File: src/rtl/mem_stage.sv
// MEM stage of the 32-bit MIPS pipeline: EX/MEM register, data-memory req/ack
// access FSM with timeout, and the MEM/WB register feeding write-back.
module mem_stage #(
    parameter int MAX_WAIT = 15
) (
    input  logic        clk,
    input  logic        rst_n,
    input  logic        ex_valid,
    input  logic [31:0] Result,
    input  logic [31:0] OutB,
    input  logic [4:0]  WriteReg,
    input  logic [3:0]  MEMReg,
    input  logic [1:0]  WBReg,
    output logic        mem_stall,
    output logic        dmem_req,
    output logic        dmem_we,
    output logic [31:0] dmem_addr,
    output logic [31:0] dmem_wdata,
    input  logic        dmem_ack,
    input  logic [31:0] dmem_rdata,
    output logic [31:0] ALUop_inMEM,
    output logic        mem_regwrite,
    output logic [4:0]  mem_writereg,
    output logic [31:0] MUXop_inWB,
    output logic        wb_regwrite,
    output logic [4:0]  wb_writereg,
    output logic        bus_err
);

    typedef enum logic {S_IDLE, S_WAIT} state_t;

    state_t      state_q, state_d;
    logic [7:0]  cnt_q, cnt_d;
    logic        bus_err_q;

    logic [31:0] exm_result_q, exm_result_d;
    logic [31:0] exm_wdata_q, exm_wdata_d;
    logic [4:0]  exm_wreg_q, exm_wreg_d;
    logic        exm_memwrite_q, exm_memwrite_d;
    logic        exm_memread_q, exm_memread_d;
    logic        exm_regwrite_q, exm_regwrite_d;
    logic        exm_memtoreg_q, exm_memtoreg_d;

    logic [31:0] wb_val_q, wb_val_d;
    logic [4:0]  wb_wreg_q, wb_wreg_d;
    logic        wb_regwrite_q, wb_regwrite_d;

    logic        mem_op, timeout, req, done, stall;
    logic [31:0] load_data;
    logic        unused_memreg;

    assign unused_memreg = ^MEMReg[3:2];

    // The access is abandoned once req has been high MAX_WAIT cycles; in WAIT,
    // cnt_q+1 req cycles have already elapsed before the current one.
    assign mem_op    = exm_memwrite_q | exm_memread_q;
    assign timeout   = (state_q == S_WAIT) && (cnt_q == 8'(MAX_WAIT - 1));
    assign req       = mem_op & ~timeout;
    assign done      = (req & dmem_ack) | timeout;
    assign stall     = mem_op & ~done;
    assign load_data = timeout ? 32'h0 : dmem_rdata;

    always_comb begin
        state_d = state_q;
        cnt_d   = 8'h0;
        case (state_q)
            S_IDLE: begin
                if (req && !dmem_ack) state_d = S_WAIT;
            end
            S_WAIT: begin
                if (done || !mem_op) state_d = S_IDLE;
                else                 cnt_d   = cnt_q + 8'h1;
            end
            default: state_d = S_IDLE;
        endcase
    end

    always_comb begin
        exm_result_d   = exm_result_q;
        exm_wdata_d    = exm_wdata_q;
        exm_wreg_d     = exm_wreg_q;
        exm_memwrite_d = exm_memwrite_q;
        exm_memread_d  = exm_memread_q;
        exm_regwrite_d = exm_regwrite_q;
        exm_memtoreg_d = exm_memtoreg_q;
        wb_val_d       = 32'h0;
        wb_wreg_d      = 5'h0;
        wb_regwrite_d  = 1'b0;
        if (!stall) begin
            exm_result_d   = ex_valid ? Result    : 32'h0;
            exm_wdata_d    = ex_valid ? OutB      : 32'h0;
            exm_wreg_d     = ex_valid ? WriteReg  : 5'h0;
            exm_memwrite_d = ex_valid & MEMReg[0];
            exm_memread_d  = ex_valid & MEMReg[1];
            exm_regwrite_d = ex_valid & WBReg[1];
            exm_memtoreg_d = ex_valid & WBReg[0];
            wb_val_d       = exm_memtoreg_q ? load_data : exm_result_q;
            wb_wreg_d      = exm_wreg_q;
            wb_regwrite_d  = exm_regwrite_q;
        end
    end

    always_ff @(posedge clk or negedge rst_n) begin
        if (!rst_n) begin
            state_q        <= S_IDLE;
            cnt_q          <= 8'h0;
            bus_err_q      <= 1'b0;
            exm_result_q   <= 32'h0;
            exm_wdata_q    <= 32'h0;
            exm_wreg_q     <= 5'h0;
            exm_memwrite_q <= 1'b0;
            exm_memread_q  <= 1'b0;
            exm_regwrite_q <= 1'b0;
            exm_memtoreg_q <= 1'b0;
            wb_val_q       <= 32'h0;
            wb_wreg_q      <= 5'h0;
            wb_regwrite_q  <= 1'b0;
        end else begin
            state_q        <= state_d;
            cnt_q          <= cnt_d;
            bus_err_q      <= bus_err_q | timeout;
            exm_result_q   <= exm_result_d;
            exm_wdata_q    <= exm_wdata_d;
            exm_wreg_q     <= exm_wreg_d;
            exm_memwrite_q <= exm_memwrite_d;
            exm_memread_q  <= exm_memread_d;
            exm_regwrite_q <= exm_regwrite_d;
            exm_memtoreg_q <= exm_memtoreg_d;
            wb_val_q       <= wb_val_d;
            wb_wreg_q      <= wb_wreg_d;
            wb_regwrite_q  <= wb_regwrite_d;
        end
    end

    assign mem_stall    = stall;
    assign dmem_req     = req;
    assign dmem_we      = req & exm_memwrite_q;
    assign dmem_addr    = {exm_result_q[31:2], 2'b00};
    assign dmem_wdata   = exm_wdata_q;
    assign ALUop_inMEM  = exm_result_q;
    assign mem_regwrite = exm_regwrite_q;
    assign mem_writereg = exm_wreg_q;
    assign MUXop_inWB   = wb_val_q;
    assign wb_regwrite  = wb_regwrite_q;
    assign wb_writereg  = wb_wreg_q;
    assign bus_err      = bus_err_q;

endmodule

File: config.mk
export PLATFORM = sky130hd
export DESIGN_NAME = mem_stage
export DESIGN_NICKNAME = d
export VERILOG_FILES = /design/src/rtl/mem_stage.sv
export SDC_FILE = /design/constraint.sdc
export NUM_CORES = 1
export LEC_CHECK = 0
export ABC_CLOCK_PERIOD_IN_PS = 2200
export CAP_MARGIN = 20
export CORE_ASPECT_RATIO = 0.75
export CORE_MARGIN = 1.5
export CORE_UTILIZATION = 23
export DETAILED_ROUTE_END_ITERATION = 16
export SLEW_MARGIN = 20
export SYNTH_ARGS = -nofsm -noshare
export SYNTH_HDL_FRONTEND = slang
export SYNTH_SLANG_ARGS = --single-unit
File: constraint.sdc
create_clock -name clk -period 2.2 [get_ports clk]
set_clock_uncertainty 0.15 [all_clocks]
set_input_delay 0.22 -clock clk [delete_from_list [all_inputs] [get_ports clk]]
set_output_delay 0.22 -clock clk [all_outputs]
set_load 0.02 [all_outputs]
==> results.json <==
{
  "outcome": "finished, final reports clean",
  "clk_path_buf_depth": 2,
  "netlist_top_cells_count": "dfrtp_1 (121), o211ai_1 (104), nand2_1 (73), o21ai_0 (59), clkbuf_1 (45)",
  "syn_inst": 573,
  "hold_viol_final": 0,
  "cts_sinks": 121,
  "start_kind": "flop",
  "whs_ps": 168.2,
  "cp-end-kind": "flop",
  "dp_hpwl_mm": 12.18,
  "cts_root_buf": "clkbuf_16",
  "rows": 49,
  "via_count": 5052,
  "drt_iter0_drc": 204,
  "cts_tree": "done",
  "rsz0062_at_grt": "true",
  "crit_required_ps": 2320,
  "highest_layer": "met4",
  "synth_cell_types": 30,
  "min_path_type": "in -> async",
  "crit_family": "simple AND/OR/NAND/NOR gates",
  "r2r-end": "MUXop_inWB[20]$_DFF_PN0_",
  "cts_buffers": 17,
  "timing.final.crit_share_pct": 96.39,
  "p_leak_nw": 3.522,
  "synthFlopType": "dfrtp_1",
  "synth_edf_count": 0,
  "synth_seq_cells": 121,
  "synth.area.top_cells": "dfrtp_1 (54%), o211ai_1 (14%), o21ai_0 (5.2%)",
  "drc": 0,
  "crit_type": "reg -> reg",
  "io_pins": 255,
  "core_um2": 24030,
  "nets": 890,
  "clkLatencyLatePin_ps": 410,
  "grtUsageTotal_pct": 15.21,
  "fin_ws_ps": 79.41,
  "antenna_found_initial": 0,
  "synthArstFlopShare_pct": 100.0,
  "timing.final.max_slew_violations": 0,
  "dieWidth_um": 184.0,
  "critPathMaxFanout": 84,
  "die_area_um2": 25530,
  "grt_pass1_vias": 5099,
  "synth_seq_area_share_pct": 53.58,
  "grt-ovfl-total": 0,
  "fmax_ghz": 0.4716,
  "first_pass_iters": 4,
  "drive_gt1_share_pct": 10.00,
  "yosys_warnings": 0,
  "reg2reg_depth": 5,
  "ff2ff_setup_slack_ps": 80,
  "vdd_drop_max_uv": 464.8,
  "wl_met1_mm": 9.013,
  "cap_violations": 0,
  "wl_met2_mm": 8.623,
  "tns_ps": 0,
  "min_period_ps": 2121,
  "cp.arrival_ps": 2240,
  "area_growth_pct": 58.65,
  "dieHeight_um": 138.8,
  "finalPower_w": 0.007179,
  "cp_num_buf_inv": 2,
  "pre_cts_slack_ps": 25.12,
  "syn_area_um2": 5652,
  "ant_nets": 0,
  "slew_headroom_pct": 52.48,
  "max_stage_delay_ps": 590,
  "clk_pin_slew_ps": 60,
  "start_util_pct": 23.52,
  "grt_max_degree": 85,
  "grt_pass1_wl_mm": 30.22,
  "port_buffers": 250,
  "wl_per_cell_um": 17.21,
  "avgSynthCellArea_um2": 9.863,
  "place.gp.congestion": 0.7103,
  "synth.largest_area_cell": "dfrtp_1",
  "synth_most_common_cell": "dfrtp_1",
  "crit_cells": 5,
  "synth_top_area_share_pct": 53.58,
  "slowest_stage": "or4_4",
  "setup_viol": 0,
  "crit_chain": "or4_4, buf_4, buf_6, o211ai_1, a21oi_1",
  "cts_max_level": 4,
  "wl_met3_mm": 1.424,
  "worst_pin_slew_ps": 712.7,
  "diodes": 0,
  "via_per_inst": 4.507,
  "power.density_nw_per_um2": 800.7,
  "routed_wirelength_mm": 19.29,
  "r2r-start": "cnt_q[4]$_DFF_PN0_"
}
sequential cells by signal, summed over array words and instances, names as in the netlist:
name	cells
wb_regwrite	1
exm_memread_q	1
dmem_wdata	32
bus_err	1
state_q	1
mem_writereg	5
exm_memwrite_q	1
cnt_q	8
mem_regwrite	1
exm_memtoreg_q	1
ALUop_inMEM	32
MUXop_inWB	32
wb_writereg	5
routing by layer:
metal,up-vias,track usage (%)
met1,2462,21.27
met3,16,5.095
met5,-,0
met4,0,3.969
li1,2401,-
met2,173,22.37
cells by family (layout without fill, tap and decap cells):
| logic type | after synthesis | in the layout | share of synthesized area [%] |
|---|---|---|---|
| and+or+nand+nor | 134 | 134 | 11.18 |
| other | 1 | 2 | 0.06635 |
| DFF | 121 | 121 | 53.58 |
| buffers and inverters | 94 | 310 | 9.209 |
| AOI/OAI and AO/OA | 218 | 218 | 25.06 |
| xor gates and xnor gates | 3 | 3 | 0.4650 |
| adders and majority gates | 2 | 2 | 0.4427 |
per-stage QoR:
stage	instance area [µm²]	instances	util, %
floorplan	5655	574	-
global placement	8322	1085	34.63
detailed placement	8322	1085	34.63
CTS	8951	1120	37.24
global route	8966	1121	37.31
finish	8966	1121	37.31
where the power goes:
part,internal [W],total (W),leakage (nW),switching (W)
combinational,0.000819,0.00165,1.65,0.000830
sequential,0.00245,0.00261,1.58,0.000164
clock,0.00182,0.00292,0.289,0.00110
final cells by class:
cell class,instances,area (µm²)
well taps,331,414.1
flip-flops and latches,121,3029
inverters,4,16.27
clock buffers,18,439.2
multi-input cells,359,2125
clock inverters,14,170.2
fillers,2439,15070
repair buffers,274,2773
layout by cell type (no fill, tap or decap), drive strengths merged:
cell             n
nor2b            2
nor2             8
o211ai         104
o21ai           77
clkbuf          18
o2bb2ai          1
nand2           73
or3              3
dfrtp          121
a21oi           35
or2              1
clkinvlp         4
dlygate4sd3      1
nand2b          33
inv              6
and2             7
bufinv           3
o21ba            1
clkinv           5
ha               2
nand3            4
or4              1
xor2             2
conb             2
clkdlybuf4s50  245
buf             28
xnor2            1
nand4            2
how the worst max path moves through the flow:
stage,startpoint,to,slack (ps)
after detailed placement,cnt_q[4]$_DFF_PN0_,dmem_req,30
final,cnt_q[4]$_DFF_PN0_,MUXop_inWB[20]$_DFF_PN0_,80
after global routing,cnt_q[4]$_DFF_PN0_,dmem_wdata[30]$_DFFE_PN0N_,-7
after floorplan,cnt_q[4]$_DFF_PN0_,mem_stall,200
after global placement,cnt_q[4]$_DFF_PN0_,mem_stall,40
after CTS,cnt_q[6]$_DFF_PN0_,mem_stall,20
what timing repair did:
item,4_1_cts,5_1_grt
hold buffers,1,0
pin swaps,3,1
setup buffers,2,1
endpoints found under the setup margin,3,40
endpoints found under the hold margin,31,0
resized for setup,16,2
worst reg2reg max path: stages (launching register included):
cell and delay, ps:
dfrtp_1 380, or4_4 590, buf_4 170, buf_6 300, o211ai_1 320, a21oi_1 90
No activity file was read; power rests on OpenSTA's default activity.
